### src/rtl/wb_arbiter.sv
// Two-port register-file writeback arbiter with destination scoreboard.
// Optional starvation guard for port 1 is enabled with macro WB_STARVE_GUARD_EN.
module wb_arbiter #(
  parameter int unsigned DATA_WIDTH   = 32,
  parameter int unsigned NR_REG       = 32,
  parameter int unsigned STARVE_LIMIT = 4
) (
  input  logic                  clk,
  input  logic                  rst_n,
  input  logic                  p0_valid,
  output logic                  p0_ready,
  input  logic [4:0]            p0_rd,
  input  logic [DATA_WIDTH-1:0] p0_data,
  input  logic                  p1_valid,
  output logic                  p1_ready,
  input  logic [4:0]            p1_rd,
  input  logic [DATA_WIDTH-1:0] p1_data,
  input  logic                  iss_valid,
  output logic                  iss_ready,
  input  logic [4:0]            iss_rd,
  input  logic [4:0]            rs1,
  input  logic [4:0]            rs2,
  output logic                  rs1_busy,
  output logic                  rs2_busy,
  output logic                  rf_wen,
  output logic [4:0]            rf_rd,
  output logic [DATA_WIDTH-1:0] rf_wrdata,
  output logic                  sb_err
);

  logic                  force_p1;
  logic                  p0_xfer, p1_xfer, iss_xfer;
  logic [NR_REG-1:0]     pending_q, pending_d;
  logic                  rf_wen_q, rf_wen_d;
  logic [4:0]            rf_rd_q, rf_rd_d;
  logic [DATA_WIDTH-1:0] rf_wrdata_q, rf_wrdata_d;
  logic                  sb_err_q, sb_err_d;

  function automatic logic in_range(input logic [4:0] idx);
    return 32'(idx) < NR_REG;
  endfunction

  function automatic logic pend_at(input logic [NR_REG-1:0] vec, input logic [4:0] idx);
    return in_range(idx) ? vec[idx] : 1'b0;
  endfunction

`ifdef WB_STARVE_GUARD_EN
  localparam int unsigned CntW = (STARVE_LIMIT < 1) ? 1 : $clog2(STARVE_LIMIT + 1);

  logic [CntW-1:0] starve_q, starve_d;

  assign force_p1 = p1_valid && (starve_q == CntW'(STARVE_LIMIT));

  // Counts cycles port 1 has been kept waiting; saturates at the limit.
  always_comb begin
    starve_d = starve_q;
    if (!p1_valid || p1_xfer) begin
      starve_d = '0;
    end else if (starve_q != CntW'(STARVE_LIMIT)) begin
      starve_d = starve_q + 1'b1;
    end
  end

  always_ff @(posedge clk or negedge rst_n) begin
    if (!rst_n) begin
      starve_q <= '0;
    end else begin
      starve_q <= starve_d;
    end
  end
`else
  logic unused_starve_limit;
  assign unused_starve_limit = ^STARVE_LIMIT;
  assign force_p1 = 1'b0;
`endif

  assign p0_ready  = !force_p1;
  assign p1_ready  = !p0_valid || force_p1;
  assign iss_ready = !pend_at(pending_q, iss_rd);
  assign rs1_busy  = pend_at(pending_q, rs1);
  assign rs2_busy  = pend_at(pending_q, rs2);

  // p0_ready and p1_ready are never both granted to valid requests in one cycle.
  assign p0_xfer  = p0_valid && p0_ready;
  assign p1_xfer  = p1_valid && p1_ready;
  assign iss_xfer = iss_valid && iss_ready;

  always_comb begin
    rf_wen_d    = 1'b0;
    rf_rd_d     = '0;
    rf_wrdata_d = '0;
    if (p0_xfer) begin
      if (p0_rd != '0) begin
        rf_wen_d    = 1'b1;
        rf_rd_d     = p0_rd;
        rf_wrdata_d = p0_data;
      end
    end else if (p1_xfer) begin
      if (p1_rd != '0) begin
        rf_wen_d    = 1'b1;
        rf_rd_d     = p1_rd;
        rf_wrdata_d = p1_data;
      end
    end
  end

  // Issue set is applied after the completion clear so a same-cycle set wins.
  always_comb begin
    pending_d = pending_q;
    if (p1_xfer && in_range(p1_rd)) begin
      pending_d[p1_rd] = 1'b0;
    end
    if (iss_xfer && (iss_rd != '0) && in_range(iss_rd)) begin
      pending_d[iss_rd] = 1'b1;
    end
    pending_d[0] = 1'b0;
  end

  assign sb_err_d = sb_err_q ||
                    (p1_xfer && (p1_rd != '0) && !pend_at(pending_q, p1_rd));

  always_ff @(posedge clk or negedge rst_n) begin
    if (!rst_n) begin
      rf_wen_q    <= 1'b0;
      rf_rd_q     <= '0;
      rf_wrdata_q <= '0;
      pending_q   <= '0;
      sb_err_q    <= 1'b0;
    end else begin
      rf_wen_q    <= rf_wen_d;
      rf_rd_q     <= rf_rd_d;
      rf_wrdata_q <= rf_wrdata_d;
      pending_q   <= pending_d;
      sb_err_q    <= sb_err_d;
    end
  end

  assign rf_wen    = rf_wen_q;
  assign rf_rd     = rf_rd_q;
  assign rf_wrdata = rf_wrdata_q;
  assign sb_err    = sb_err_q;

endmodule

### config.mk
export PLATFORM = sky130hd
export DESIGN_NAME = wb_arbiter
export DESIGN_NICKNAME = d
export VERILOG_FILES = /design/src/rtl/wb_arbiter.sv
export SDC_FILE = /design/constraint.sdc
export NUM_CORES = 1
export LEC_CHECK = 0
export ABC_CLOCK_PERIOD_IN_PS = 1800
export BUFFER_PORTS_ARGS = -buffer_cell sky130_fd_sc_hd__buf_2
export CAP_MARGIN = 30
export CELL_PAD_IN_SITES_DETAIL_PLACEMENT = 0
export CELL_PAD_IN_SITES_GLOBAL_PLACEMENT = 1
export CORE_ASPECT_RATIO = 1.4
export CORE_UTILIZATION = 38
export DETAILED_ROUTE_END_ITERATION = 12
export PLACE_DENSITY = 0.78
export SYNTH_ARGS = -nofsm -noshare
export SYNTH_HDL_FRONTEND = slang
export SYNTH_SLANG_ARGS = --single-unit
### constraint.sdc
create_clock -name clk -period 1.8 [get_ports clk]
set_input_delay 0.18 -clock clk [delete_from_list [all_inputs] [get_ports clk]]
set_output_delay 0.18 -clock clk [all_outputs]
set_load 0.03 [all_outputs]
==> flow_summary.json <==
{
  "status": "finished, violations left",
  "violations": "setup timing",
  "clk_path_buf_depth": 2,
  "netlist_area_um2": 3850,
  "hold_depth": 2,
  "grt_pass1_vias": 3476,
  "hold_class": "input port to flip-flop",
  "die_area_um2": 10500,
  "crit_chain": "mux4_2 > mux2i_1 > o22ai_2 > a211oi_4 > buf_6",
  "crit_cells": 5,
  "nets": 581,
  "hold_viol": 0,
  "crit_family": "multiplexers",
  "synth.most_common_cell": "dfrtp_1",
  "crit_path_start_kind": "flip-flop",
  "coreArea_um2": 9900,
  "yosysWarnings": 0,
  "syn_avg_cell_area_um2": 11.9,
  "place_ws_ps": -143,
  "std_cell_rows": 43,
  "clock-sinks": 70,
  "total_power_w": 0.00572,
  "grt_max_degree": 71,
  "ys_top_cells_by_area": "dfrtp_1 (46%), mux4_2 (13%), a22o_1 (7.5%), o21ai_0 (6.9%), mux2i_1 (3.9%)",
  "r2r_end": "sb_err",
  "synth.distinct_cells": 44,
  "ant_nets": 0,
  "synth_seq_area_share_pct": 45.5,
  "antenna_found_initial": 0,
  "slowest_delay_ps": 510,
  "setup_viol": 3,
  "hpwl_mm": 8.57,
  "grt_overflow": 0,
  "drc_errors": 0,
  "syn_to_final_growth_pct": 38.1,
  "rsz0062_at_grt": "yes",
  "cp_num_buf_inv": 1,
  "ys_seq_elements": 70,
  "nFillCells": 889,
  "required_ps": 1620,
  "place.gp.congestion": 0.888,
  "cts_buffers": 9,
  "cts_tree": "built",
  "synth_top_cell_by_area": "dfrtp_1",
  "drt_iter0_drc": 305,
  "setup_slack_ps": -338,
  "clock.fmax_mhz": 468,
  "powerDensity_nw_per_um2": 1080,
  "critical-path-slowest-cell": "mux4_2",
  "critPathCaptureType": "output port",
  "port_buffers": 136,
  "arrival_ps": 1960,
  "ir_drop_mv": 0.560,
  "synth_edf_count": 0,
  "grt_usage_pct": 23.5,
  "path_class": "flip-flop to output port",
  "vias": 3493,
  "hp-start": "p0_data[0]",
  "clock_skew_ps": 2.31,
  "multiInputGateArea_um2": 2010,
  "cp_max_fo": 5,
  "r2r_cells": 6,
  "insertion_delay_ps": 330,
  "wire_per_inst_um": 18.6,
  "r2r-start": "pending_q[3]",
  "io_pins": 138,
  "routed_via_density": 5.57,
  "syn-num-nets": 417,
  "synthArstFlopShare_pct": 100,
  "grt_pass1_wl_mm": 18.1,
  "drive_above_1_share_pct": 48.8,
  "synthFlopType": "dfrtp_1",
  "drt-total-wl_mm": 11.7,
  "clock-root-buffer": "clkbuf_16",
  "synth_top_area_share_pct": 45.5,
  "r2r_setup_slack_ps": 50,
  "relSlewSlack_pct": 64.1,
  "yosys-top-cells-count": "dfrtp_1 (70), o21ai_0 (53), a22o_1 (33)",
  "n_antenna_cell": 0,
  "p_leak_nw": 2.47,
  "fin_crit_sh_pct": 119,
  "worst_slew_pin_slew_ps": 537,
  "cap_violations": 0,
  "finalCriticalPeriod_ps": 2140,
  "whs_endpoint": "rf_wrdata[0]",
  "seq_area_um2": 1750,
  "final_max_slew_viol_count": 0,
  "die_h_um": 121,
  "synth_cells": 323,
  "start_util_pct": 38.9,
  "drt-pass1-iter-count": 4,
  "die_w_um": 87.0,
  "cts-htree-levels": 3,
  "cts.clk_slew.worst_paths_ps": 60
}
flip-flops by register name, indices dropped and copies added (netlist names):
signal,flops
rf_wrdata,32
pending_q,31
rf_rd,5
rf_wen,1
sb_err,1
layout make-up:
type | count | area share, %
repair buffers | 177 | 19.8
clock buffers | 12 | 4.64
well taps | 135 | 3.18
clock inverters | 4 | 1.32
inverters | 3 | 0.212
multi-input cells | 226 | 37.8
flip-flops and latches | 70 | 33.0
worst max-delay path by stage:
| stage | to | from | slack, ps |
|---|---|---|---|
| after floorplan | iss_ready | pending_q[9] | 40 |
| after global placement | iss_ready | iss_rd[0] | -140 |
| after detailed placement | iss_ready | iss_rd[0] | -140 |
| after CTS | iss_ready | pending_q[24] | -340 |
| after global routing | iss_ready | pending_q[26] | -380 |
| final | iss_ready | pending_q[27] | -340 |
what timing repair did:
action,CTS,global route
setup endpoints to repair,3,6
gates resized for setup,17,5
pin swaps,0,2
hold buffers,1,0
buffers inserted,1,2
endpoints found under the hold margin,70,0
where the power goes:
part	internal [W]	switching, W
clock	0.00125	0.000646
sequential	0.00184	0.000217
combinational	0.000922	0.000844
total	0.00401	0.00171
layer usage:
metal,global-route usage (%),routed length (µm),up-vias
met5,0,0,-
met3,6.05,960,19
met1,26.7,4420,1694
li1,-,-,1591
met4,13.4,332,0
met2,39.5,5950,189
kinds of logic after synthesis:
family,synth area share [%]
buf+inv,3.84
other cells,0.0975
simple gates,8.98
compound gates,21.4
mux,20.2
flops,45.5
through the flow:
step / utilization (%) / area, µm² / instances / hold slack, ps / TNS [ps]
CTS: 53.3 / 5280 / 625 / 53.5 / -905
finish: 53.7 / 5310 / 627 / 64.4 / -915
detailed placement: 49.4 / 4890 / 607 / 235 / -404
global placement: 49.4 / 4890 / 607 / 228 / -275
global route: 53.7 / 5310 / 627 / 54.2 / -1040
floorplan: - / 3850 / 323 / -116 / 0
layout by cell type (no fill, tap or decap), types with 5 or more instances in the layout:
| cell type | count |
|---|---|
| nand3b_1 | 8 |
| buf_2 | 133 |
| buf_6 | 5 |
| o31ai_1 | 6 |
| o21ai_0 | 53 |
| nor2b_1 | 6 |
| mux2i_1 | 14 |
| mux4_2 | 23 |
| buf_4 | 35 |
| clkbuf_16 | 9 |
| nand2b_1 | 5 |
| nand2_1 | 14 |
| dfrtp_1 | 70 |
| a22o_1 | 33 |
Note: power is estimated with default switching activity, not from simulation.
